### src/rtl/puf_pkg.sv
// Shared definitions for the PUF response path. The PUF wrapper imports
// these too, so address/data widths stay in one place.
package puf_pkg;

  localparam int PUF_ADDR_W = 4;
  localparam int PUF_DATA_W = 8;

  typedef enum logic [1:0] {
    IDLE,
    SETTLE,
    SAMPLE,
    EMIT
  } state_t;

endpackage

### src/rtl/puf_bit_voter.sv
// Per-bit vote counters for one PUF address. The outputs already include
// the sample currently on i_data, so the final vote is ready in the same
// cycle the last sample arrives and the reader can latch it immediately.
module puf_bit_voter
  import puf_pkg::*;
#(
  parameter int VOTES = 3
) (
  input  logic                  clk,
  input  logic                  rst_n,
  input  logic                  i_clear,
  input  logic                  i_accumulate,
  input  logic [PUF_DATA_W-1:0] i_data,
  output logic [PUF_DATA_W-1:0] o_voted,
  output logic                  o_flaky
);

  localparam int CNT_W = $clog2(VOTES + 1);
  localparam logic [CNT_W-1:0] HALF = CNT_W'(VOTES / 2);
  localparam logic [CNT_W-1:0] FULL = CNT_W'(VOTES);

  logic [CNT_W-1:0] r_cnt [PUF_DATA_W];
  logic [CNT_W-1:0] w_sum [PUF_DATA_W];

  // Running totals including the present sample, majority and disagreement
  always_comb begin
    o_voted = '0;
    o_flaky = 1'b0;
    for (int i = 0; i < PUF_DATA_W; i++) begin
      w_sum[i]   = r_cnt[i] + CNT_W'(i_data[i]);
      o_voted[i] = (w_sum[i] > HALF);
      if ((w_sum[i] != '0) && (w_sum[i] != FULL)) begin
        o_flaky = 1'b1;
      end
    end
  end

  // Counters clear before each address and add one sample per cycle
  always_ff @(posedge clk or negedge rst_n) begin
    if (!rst_n) begin
      for (int i = 0; i < PUF_DATA_W; i++) r_cnt[i] <= '0;
    end else if (i_clear) begin
      for (int i = 0; i < PUF_DATA_W; i++) r_cnt[i] <= '0;
    end else if (i_accumulate) begin
      for (int i = 0; i < PUF_DATA_W; i++) r_cnt[i] <= w_sum[i];
    end
  end

endmodule

### src/rtl/puf_response_reader.sv
// Sweeps PUF addresses 0..15, lets each response settle, takes VOTES
// samples, and streams one majority-voted byte per address over
// valid/ready. All outputs come from registers, so out_ready never
// reaches an output combinationally.
module puf_response_reader
  import puf_pkg::*;
#(
  parameter int SETTLE_CYCLES = 4,
  parameter int VOTES         = 3
) (
  input  logic                  clk,
  input  logic                  rst_n,
  input  logic                  start,
  input  logic                  abort,
  output logic                  puf_en,
  output logic [PUF_ADDR_W-1:0] puf_addr,
  input  logic [PUF_DATA_W-1:0] puf_data,
  output logic [PUF_DATA_W-1:0] out_data,
  output logic [PUF_ADDR_W-1:0] out_addr,
  output logic                  out_flaky,
  output logic                  out_valid,
  input  logic                  out_ready,
  output logic                  busy,
  output logic                  done
);

  localparam logic [7:0]            SETTLE_LOAD = 8'(SETTLE_CYCLES - 1);
  localparam logic [3:0]            SAMPLE_LAST = 4'(VOTES - 1);
  localparam logic [PUF_ADDR_W-1:0] LAST_ADDR   = '1;

  state_t                r_state;
  state_t                w_nextState;
  logic [7:0]            r_settle;
  logic [3:0]            r_samples;
  logic [PUF_ADDR_W-1:0] r_addr;
  logic [PUF_DATA_W-1:0] r_outData;
  logic [PUF_ADDR_W-1:0] r_outAddr;
  logic                  r_outFlaky;
  logic                  r_done;

  logic                  w_handshake;
  logic                  w_begin;
  logic                  w_clear;
  logic                  w_accumulate;
  logic                  w_latch;
  logic                  w_advance;
  logic                  w_finish;
  logic [PUF_DATA_W-1:0] w_voted;
  logic                  w_flaky;

  assign w_handshake = (r_state == EMIT) && out_ready;

  puf_bit_voter #(
    .VOTES(VOTES)
  ) u_voter (
    .clk         (clk),
    .rst_n       (rst_n),
    .i_clear     (w_clear),
    .i_accumulate(w_accumulate),
    .i_data      (puf_data),
    .o_voted     (w_voted),
    .o_flaky     (w_flaky)
  );

  // State register
  always_ff @(posedge clk or negedge rst_n) begin
    if (!rst_n) r_state <= IDLE;
    else        r_state <= w_nextState;
  end

  // Next state and one-cycle control strobes; abort overrides everything
  always_comb begin
    w_nextState  = r_state;
    w_begin      = 1'b0;
    w_clear      = 1'b0;
    w_accumulate = 1'b0;
    w_latch      = 1'b0;
    w_advance    = 1'b0;
    w_finish     = 1'b0;
    case (r_state)
      IDLE: begin
        if (start) begin
          w_begin     = 1'b1;
          w_nextState = SETTLE;
        end
      end
      SETTLE: begin
        if (r_settle == '0) begin
          w_clear     = 1'b1;
          w_nextState = SAMPLE;
        end
      end
      SAMPLE: begin
        w_accumulate = 1'b1;
        if (r_samples == SAMPLE_LAST) begin
          w_latch     = 1'b1;
          w_nextState = EMIT;
        end
      end
      EMIT: begin
        if (w_handshake) begin
          if (r_addr == LAST_ADDR) begin
            w_finish    = 1'b1;
            w_nextState = IDLE;
          end else begin
            w_advance   = 1'b1;
            w_nextState = SETTLE;
          end
        end
      end
      default: w_nextState = IDLE;
    endcase
    if (abort) begin
      w_nextState  = IDLE;
      w_begin      = 1'b0;
      w_clear      = 1'b0;
      w_accumulate = 1'b0;
      w_latch      = 1'b0;
      w_advance    = 1'b0;
      w_finish     = 1'b0;
    end
  end

  // Address, settle/sample counters, output byte and done pulse
  always_ff @(posedge clk or negedge rst_n) begin
    if (!rst_n) begin
      r_settle   <= '0;
      r_samples  <= '0;
      r_addr     <= '0;
      r_outData  <= '0;
      r_outAddr  <= '0;
      r_outFlaky <= 1'b0;
      r_done     <= 1'b0;
    end else begin
      r_done <= w_finish;
      if (w_begin) begin
        r_addr   <= '0;
        r_settle <= SETTLE_LOAD;
      end else if (w_advance) begin
        r_addr   <= r_addr + 4'd1;
        r_settle <= SETTLE_LOAD;
      end else if ((r_state == SETTLE) && (r_settle != '0)) begin
        r_settle <= r_settle - 8'd1;
      end
      if (w_clear) begin
        r_samples <= '0;
      end else if (w_accumulate) begin
        r_samples <= r_samples + 4'd1;
      end
      if (w_latch) begin
        r_outData  <= w_voted;
        r_outAddr  <= r_addr;
        r_outFlaky <= w_flaky;
      end
    end
  end

  assign busy      = (r_state != IDLE);
  assign puf_en    = busy;
  assign out_valid = (r_state == EMIT);
  assign puf_addr  = r_addr;
  assign out_data  = r_outData;
  assign out_addr  = r_outAddr;
  assign out_flaky = r_outFlaky;
  assign done      = r_done;

endmodule

### config.mk
export PLATFORM = sky130hd
export DESIGN_NAME = puf_response_reader
export DESIGN_NICKNAME = d
export VERILOG_FILES = /design/src/rtl/puf_pkg.sv /design/src/rtl/puf_bit_voter.sv /design/src/rtl/puf_response_reader.sv
export SDC_FILE = /design/constraint.sdc
export NUM_CORES = 1
export LEC_CHECK = 0
export BUFFER_PORTS_ARGS = -buffer_cell sky130_fd_sc_hd__buf_2
export CAP_MARGIN = 20
export CORE_ASPECT_RATIO = 1.5
export CORE_UTILIZATION = 57
export CTS_CLUSTER_DIAMETER = 100
export CTS_CLUSTER_SIZE = 14
export DETAILED_ROUTE_END_ITERATION = 6
export PLACE_DENSITY = 0.84
export SKIP_LAST_GASP = 1
export SLEW_MARGIN = 15
export SYNTH_ARGS = -nofsm -noshare
export SYNTH_HDL_FRONTEND = slang
export SYNTH_SLANG_ARGS = --single-unit
### constraint.sdc
create_clock -name clk -period 2.25 [get_ports clk]
set_input_delay 0 -clock clk [delete_from_list [all_inputs] [get_ports clk]]
set_output_delay 0 -clock clk [all_outputs]
set_load 0.01 [all_outputs]
# == Word-level counts from Yosys, hierarchy flattened ==
# Index checks and enable logic that the tools add are counted.
# word_totals
memories,0
elab_cells,121
latch_bits,0
regBits,48
input_bits,13
mem_bits_ro,0
ram_bits,0
out_inout_bits,21
# op_classes
n_bitwise,0
mux,43
div_mod_pow,0
magnitude_cmp,8
n_eq_ne,17
shift,0
n_reduce_logical,26
addsub,11
multipliers,0
# ops
operator,n
$mux W16,2
$mux W1,28
$mux W8,3
$reduce_bool A2 Y1,11
$add A2 B1 Y2,8
$gt A2 B1 Y1 const B,8
$mux W4,4
$ne A2 B2 Y1 const B,8
$logic_and A1 B1 Y1,10
$mux W2,5
$ne A3 B3 Y1 const B,3
$add A4 B1 Y4 const B,2
$logic_not A8 Y1,1
$pmux W2 S4,1
$reduce_bool A8 Y1,1
$sub A8 B1 Y8 const B,1
$eq A2 B2 Y1 const B,2
$eq A4 B2 Y1 const B,1
$eq A4 B4 Y1 const B,1
$reduce_and A4 Y1,1
$ne A3 B2 Y1 const B,1
$reduce_bool A3 Y1,1
$eq A2 B1 Y1 const B,1
$logic_not A2 Y1,1

# == Logic depth before layout (Yosys ltp) ==
# Gate-level depths: netlist of run 1.
# logic_depth
ltp_word,11
mapped_depth,8
mapped_depth_nobuf,6

# == By module ==
# A second synthesis of run 1 with hierarchy kept.
# unflattened
hier_cells,237
area_unflattened_um2,2676.3
# by_module_without_submodules
module,seq_area_each_um2,cells_each,instances,area_each_um2
puf_response_reader,800.8,146,1,1680.4
puf_bit_voter,400.4,91,1,996.0

# == Least setup slack after synthesis of run 1 ==
# No wires, ideal clock.
# synth_path
path_type,register to register
start,reg r_state[1]
end,reg r_settle[5]
t_required_ns,2.125
setup_slack_ns,0.390
path_buffers,0
period_less_slack_ns,1.860
path_stages_with_launch,7
arrival_ns,1.735
setup_time_ns,0.125
path_cell_list,dfrtp_1 inv_1 ha_1 or4b_4 a2111oi_2 xnor2_1 nor2_1
# synth_via
elab_chain_cells,7
word_cells_on_any_way,13
classes_between,eq/ne (2); mux (7); reduce/logical (4)
# synth_rtl
item,line,rtl
from (decl),puf_response_reader.sv:31,state_t r_state;
from (signal assigned),puf_response_reader.sv:68,else r_state <= w_nextState;
$eq A2 B2 Y1,"puf_response_reader.sv:51, puf_response_reader.sv:80",
$logic_and A1 B1 Y1,puf_response_reader.sv:51,assign w_handshake = (r_state == EMIT) && out_ready;
$mux W1,puf_response_reader.sv:101,if (w_handshake) begin
$mux W1,puf_response_reader.sv:80,case (r_state)
$mux W1,puf_response_reader.sv:113,if (abort) begin
$mux W8,puf_response_reader.sv:139,end else if (w_advance) begin
$mux W8,puf_response_reader.sv:136,if (w_begin) begin
to (signal assigned),puf_response_reader.sv:143,r_settle <= r_settle - 8'd1;
to (decl),puf_response_reader.sv:33,logic [7:0] r_settle;
# Several ways; a longest one is shown, not always the timed one.
# A chain may end at the register's enable or synchronous reset.

# == Worst setup path in the final report of run 1 ==
# layout_path
start,reg r_state[1]
end,reg r_settle[7]
# The elaborated chain is that of the path after synthesis.

==> flow_metrics.env, run 1 <==
export IMPL_outcome="finished with violations"
export IMPL_failed_checks="design-rule violations"
export IMPL_synth_edf_count=0
export IMPL_arrival_ns=2.18
export IMPL_synth_area_um2=2597
export IMPL_grt_pass1_wl_mm=8.038
export IMPL_globalRouteTotalUtil_pct=21.58
export IMPL_synth_cell_types=41
export IMPL_grt_overflow_total=0
export IMPL_cts_setup_buffers=0
export IMPL_via_per_inst=5.619
export IMPL_place_congestion=0.7725
export IMPL_cts_buffers=5
export IMPL_critPathKind="reg2reg"
export IMPL_cts_tree="done"
export IMPL_rows=29
export IMPL_ant_nets=0
export IMPL_ir_worst_vdd_v=0.0007016
export IMPL_maxCapViolCount=0
export IMPL_drive_gt1_share_pct=19.86
export IMPL_die_area_um2=4837
export IMPL_routedWlPerCell_um=14.02
export IMPL_final_area_um2=2915
export IMPL_placed_area_um2=2808
export IMPL_yosys_register_bits=48
export IMPL_rsz0062_at_grt="no"
export IMPL_cp_max_fo=5
export IMPL_cts_sinks=48
export IMPL_antenna_found_initial=0
export IMPL_io_pins=34
export IMPL_die_h_um=84.68
export IMPL_die_x_um=57.12
export IMPL_drt_iter0_drc=74
export IMPL_core_um2=4318
export IMPL_syn_num_nets=284
export IMPL_max_freq_mhz=502.8
export IMPL_relSlewSlack_pct=51.98
export IMPL_route_detailed_drc=5
export IMPL_drv_slew=0
export IMPL_hpwl_mm=3.442
export IMPL_htreeDepth=2
export IMPL_hold_buffers=1
export IMPL_syn_to_final_growth_pct=12.24
export IMPL_tns_ns=0
export IMPL_min_period_over_period_pct=88.40
export IMPL_vias=1871
export IMPL_final_min_clock_period_ns=1.989
export IMPL_worst_pin_slew_ns=0.7203
export IMPL_wl_mm=4.670
export IMPL_ys_seq_area_share_pct=46.24
export IMPL_setup_viol=0
export IMPL_synth_ff_type="dfrtp_1"
export IMPL_post_cts_resized=0
export IMPL_startpoint="r_state[1]"
export IMPL_power_per_cell_area_nw_per_um2=1126
export IMPL_cts_clk_slew_worst_paths_ns=0.09
export IMPL_nNetsFinal=318
export IMPL_hold_viol=0
export IMPL_rr_startpoint="r_state[1]"
export IMPL_syn_inst=252
export IMPL_root_buffer="clkbuf_8"
export IMPL_cp_data_required_time_ns=2.44
export IMPL_clk_path_buf_depth=2
export IMPL_hp_class="in2reg"
export IMPL_syn_avg_cell_area_um2=10.31
export IMPL_start_util_pct=60.16
export IMPL_dr_pass1_iters=6
export IMPL_cp_start_kind="flip-flop"
export IMPL_final_util_pct=67.52
export IMPL_crit_path_end_kind="flip-flop"
export IMPL_port_buffers=33
export IMPL_hp_start="abort"
export IMPL_yosys_warnings=0
export IMPL_clk_latency_ns=0.30
export IMPL_antenna_cells=0
export IMPL_skew_ns=0.009927
export IMPL_grt_pass1_vias=1869
export IMPL_p_leak_nw=1.454
export IMPL_synthArstFlopShare_pct=100.0
export IMPL_grt_max_degree=26
[Yosys cell counts, types with 2 or more instances]
| library cell | n | area [µm²] |
|---|---|---|
| dfrtp_1 | 48 | 1201 |
| nand2_1 | 43 | 161.4 |
| nor2_1 | 25 | 93.84 |
| ha_1 | 19 | 237.7 |
| xnor2_1 | 15 | 131.4 |
| a21oi_1 | 13 | 65.06 |
| xor2_1 | 10 | 87.58 |
| inv_1 | 9 | 33.78 |
| o21ai_0 | 8 | 40.04 |
| clkbuf_1 | 7 | 26.28 |
| xnor3_1 | 5 | 112.6 |
| mux2_2 | 4 | 45.04 |
| mux2i_1 | 4 | 40.04 |
| nand3_1 | 4 | 20.02 |
| buf_2 | 3 | 15.01 |
| nor2b_1 | 3 | 18.77 |
| or3_1 | 3 | 18.77 |
| a2111oi_2 | 2 | 30.03 |
| nor3_1 | 2 | 10.01 |
| nor3b_1 | 2 | 15.01 |
| nor4_1 | 2 | 12.51 |
| o31ai_1 | 2 | 15.01 |
[layer usage]
layer  vias to the layer above  track usage, %  wire length, µm
met1                       913           24.54             1938
li1                        905               -                -
met5                         -               0                0
met3                        13           3.082              151
met2                        40           38.72             2470
met4                         0           10.64              109
[final timing paths]
path	endpoint	cells after the start	slack (ns)
min in group asynchronous	puf_addr[2]	2	0.20
min	r_state[0]	3	0.05
min reg2reg	out_data[2]	2	0.49
max in group asynchronous	r_samples[2]	3	1.31
max reg2reg	r_settle[7]	6	0.26
max	r_settle[7]	6	0.26
[where the power goes]
group          switching [W]  leakage (nW)  internal, W  total, W
clock               0.000289        0.0434     0.000249  0.000538
sequential          0.000271         0.644      0.00113   0.00140
combinational       0.000658         0.767     0.000691   0.00135
total                0.00122          1.45      0.00207   0.00328
[cells by family after synthesis]
logic type / share of synthesized area [%]
buf+inv: 3.179
flops: 46.24
fa+ha+maj: 9.152
xor+xnor: 12.77
mux: 3.275
simple gates: 17.82
compound gates: 7.563
[critical path, stage by stage (launching register included)]
cell and delay, ns:
dfrtp_1 0.43, inv_1 0.11, ha_1 0.22, or4b_4 0.51, a2111oi_2 0.40, xnor2_1 0.17
nor2_1 0.05
[flip-flops by register name, summed over array words and instances, names as in the netlist]
name           count
out_addr           4
done               1
u_voter.r_cnt     16
out_flaky          1
r_samples          4
r_settle           8
out_data           8
r_state            2
puf_addr           4
[through the flow]
step / setup slack (ns) / std cells / hold slack (ns) / total power [W]
floorplan: 0.3901 / 252 / -0.2956 / 0.002432
global placement: 0.3422 / 324 / 0.004099 / 0.002689
detailed placement: 0.2771 / 324 / 0.005715 / 0.002762
CTS: 0.2653 / 333 / 0.04575 / 0.003309
global route: 0.09418 / 333 / 0.06958 / 0.003518
finish: 0.2610 / 333 / 0.05417 / 0.003283
[final cells by class]
class                      count  area [µm²]
clock buffer                   6       82.58
clock inverter                 2       15.01
fill                         337        1403
inverter                       9       33.78
multi-input combinational    184        1320
sequential                    48        1201
tap                           46       57.56
timing repair buffer          38       205.2
[cells in the final DEF (no fill, tap or decap), types with 2 or more instances in the layout]
| master | count |
|---|---|
| dfrtp_1 | 48 |
| inv_1 | 9 |
| or3_1 | 3 |
| o31ai_1 | 2 |
| xnor2_1 | 15 |
| a2111oi_2 | 2 |
| xnor3_1 | 5 |
| o21ai_0 | 8 |
| buf_2 | 33 |
| nor3b_1 | 2 |
| clkinvlp_4 | 2 |
| buf_4 | 4 |
| xor2_1 | 10 |
| clkbuf_8 | 6 |
| nor3_1 | 2 |
| mux2_2 | 4 |
| mux2i_1 | 4 |
| a21oi_1 | 13 |
| nor2_1 | 25 |
| ha_1 | 19 |
| nand2_1 | 43 |
| nor2b_1 | 3 |
| nand3_1 | 4 |
(Power assumes the default switching activity.)
==> run 2: changes to the inputs <==
--- a/config.mk
+++ b/config.mk
@@ -10,9 +10,9 @@
 export CORE_ASPECT_RATIO = 1.5
 export CORE_UTILIZATION = 57
 export CTS_CLUSTER_DIAMETER = 100
-export CTS_CLUSTER_SIZE = 14
+export CTS_CLUSTER_SIZE = 16
 export DETAILED_ROUTE_END_ITERATION = 6
-export PLACE_DENSITY = 0.84
+export PLACE_DENSITY = 0.83
 export SKIP_LAST_GASP = 1
 export SLEW_MARGIN = 15
 export SYNTH_ARGS = -nofsm -noshare
==> flow_metrics.env, run 2 (synthesized netlist as in run 1, its figures left out) <==
export IMPL_arrival_ns=2.21
export IMPL_seqPwrFrac_pct=42.4
export IMPL_p_leak_nw=1.460
export IMPL_power_per_cell_area_nw_per_um2=1130
export IMPL_whs_path_depth=3
export IMPL_rr_startpoint="r_state[1]"
export IMPL_maxCapViolCount=0
export IMPL_switchingPower_w=0.001236
export IMPL_grt_max_degree=25
export IMPL_antenna_cells=0
export IMPL_clk_latency_ns=0.30
export IMPL_drive_gt1_share_pct=20.14
export IMPL_vias=1834
export IMPL_cts_clk_slew_worst_paths_ns=0.09
export IMPL_power_w=0.003293
export IMPL_wl_mm=4.888
export IMPL_die_area_um2=4837
export IMPL_hpwl_mm=3.553
export IMPL_stdcell_count=334
export IMPL_globalRouteTotalUtil_pct=23.35
export IMPL_ir_worst_vdd_v=0.0006032
export IMPL_setup_viol=0
export IMPL_min_period_over_period_pct=89.42
export IMPL_fillers=331
export IMPL_path_buf_inv=1
export IMPL_largest_register_ffs=16
export IMPL_reg2regPathDepth=6
export IMPL_final_area_um2=2914
export IMPL_start_util_pct=60.16
export IMPL_max_freq_mhz=497.0
export IMPL_nNetsFinal=320
export IMPL_grt_pass1_vias=1990
export IMPL_rows=29
export IMPL_syn_to_final_growth_pct=12.19
export IMPL_timing_rr_end="r_settle[7]"
export IMPL_route_detailed_drc=9
export IMPL_final_min_clock_period_ns=2.012
export IMPL_hold_viol=0
export IMPL_critPathKind="reg2reg"
export IMPL_final_common_cell="dfrtp_1"
export IMPL_cts_sinks=48
export IMPL_port_buffers=33
export IMPL_grt_overflow_total=0
export IMPL_via_per_inst=5.491
export IMPL_multi_input_area_um2=1320
export IMPL_relSlewSlack_pct=51.85
export IMPL_antenna_found_initial=0
export IMPL_io_pins=34
export IMPL_crit_family="simple AND/OR/NAND/NOR gates"
export IMPL_ant_nets=0
export IMPL_cts_setup_buffers=0
export IMPL_placed_area_um2=2823
export IMPL_dp_cells=326
export IMPL_crit_path_end_kind="flip-flop"
export IMPL_drv_slew=0
export IMPL_regMostFlops="u_voter.r_cnt"
export IMPL_holdPathEnd="r_state[0]"
export IMPL_r2r_slack_ns=0.24
export IMPL_tns_ns=0
export IMPL_cp_max_fo=5
export IMPL_hp_start="abort"
export IMPL_die_x_um=57.12
export IMPL_path_cells="inv_1 -> ha_1 -> or4b_4 -> a2111oi_2 -> xnor2_1 -> nor2_1"
export IMPL_slowest_delay_ns=0.52
export IMPL_cp_start_kind="flip-flop"
export IMPL_die_h_um=84.68
export IMPL_cts_tree="done"
export IMPL_core_um2=4318
export IMPL_cts_buffers=5
export IMPL_failed_checks="design-rule violations"
export IMPL_clk_path_buf_depth=2
export IMPL_clockPowerShare_pct=15.0
export IMPL_seq_area_um2=1201
export IMPL_worst_pin_slew_ns=0.7222
export IMPL_intPower_w=0.002058
export IMPL_outcome="finished with violations"
export IMPL_rsz0062_at_grt="no"
export IMPL_grt_pass1_wl_mm=8.604
export IMPL_place_congestion=0.8333
export IMPL_routedWlPerCell_um=14.63
export IMPL_cp_data_required_time_ns=2.45
export IMPL_post_cts_resized=0
export IMPL_p_comb_share_pct=42.5
export IMPL_root_buffer="clkbuf_8"
export IMPL_htreeDepth=2
export IMPL_crit_path_top_delay_cell="or4b_4"
export IMPL_final_cell_mix="dfrtp_1, nand2_1, buf_2"
export IMPL_skew_ns=0.006679
export IMPL_drt_iter0_drc=111
export IMPL_hp_class="in2reg"
export IMPL_dr_pass1_iters=7
export IMPL_swShare_pct=37.52
==> run 2: changes by cell type in the layout (fill, tap and decap cells not counted) <==
cell	change
clkbuf_8	-1
buf_4	+2
clkinvlp_4	-1
clkinv_2	+1
==> run 2: per-layer routing <==
layer  GRT usage, %  vias to the layer above  routed length (µm)
met3          4.777                        9                 172
li1               -                      907                   -
met4          8.426                        0                  76
met1          25.46                      884                2000
met5              0                        -                   0
met2          43.53                       34                2638
==> run 2: power by group through the flow <==
stage / Clock (W) / Combinational [W] / Sequential, W
global route: 0.000534 / 0.00159 / 0.00144
floorplan: 0 / 0.00106 / 0.00137
global placement: 0 / 0.00134 / 0.00139
detailed placement: 0 / 0.00140 / 0.00141
CTS: 0.000508 / 0.00142 / 0.00140
finish: 0.000495 / 0.00140 / 0.00140
==> run 2: timing repair <==
action / in CTS / in global routing
hold endpoints to repair: 48 / 0
hold buffers: 1 / 0
endpoints found under the setup margin: 0 / 0
==> run 2: worst max-delay path by stage <==
stage / from / end / slack [ns] / cells after the start
floorplan: r_state[1] / r_settle[5] / 0.39 / 6
global placement: r_state[1] / r_settle[7] / 0.34 / 6
detailed placement: r_state[0] / out_addr[2] / 0.23 / 5
CTS: r_state[0] / out_addr[2] / 0.21 / 5
global route: r_state[0] / out_addr[2] / 0.06 / 5
finish: r_state[1] / r_settle[7] / 0.24 / 6
==> run 2: cell type report <==
cell class	instances	area share [%]
Multi-Input combinational cell	184	45.30
Sequential cell	48	41.22
Timing Repair Buffer	40	7.557
Clock buffer	5	2.362
Tap cell	46	1.975
Inverter	9	1.159
Clock inverter	2	0.4294
==> run 2: worst reg2reg max path, delay by kind of cell (launching register included) <==
kind,cells,cell delay (ns)
buffers and inverters,1,0.12
AND/OR/NAND/NOR,2,0.57
XOR/XNOR,1,0.16
AO/OA/AOI/OAI,1,0.38
flip-flops,1,0.43
adder cells (fa/ha/maj),1,0.24
==> run 2: metrics by stage <==
stage,hold slack [ns],util (%),setup slack [ns]
floorplan,-0.2956,-,0.3901
finish,0.04656,67.49,0.2380
detailed placement,-0.1148,65.37,0.2264
global route,0.06961,67.49,0.05750
global placement,-0.1136,65.37,0.3396
CTS,0.04359,67.49,0.2079
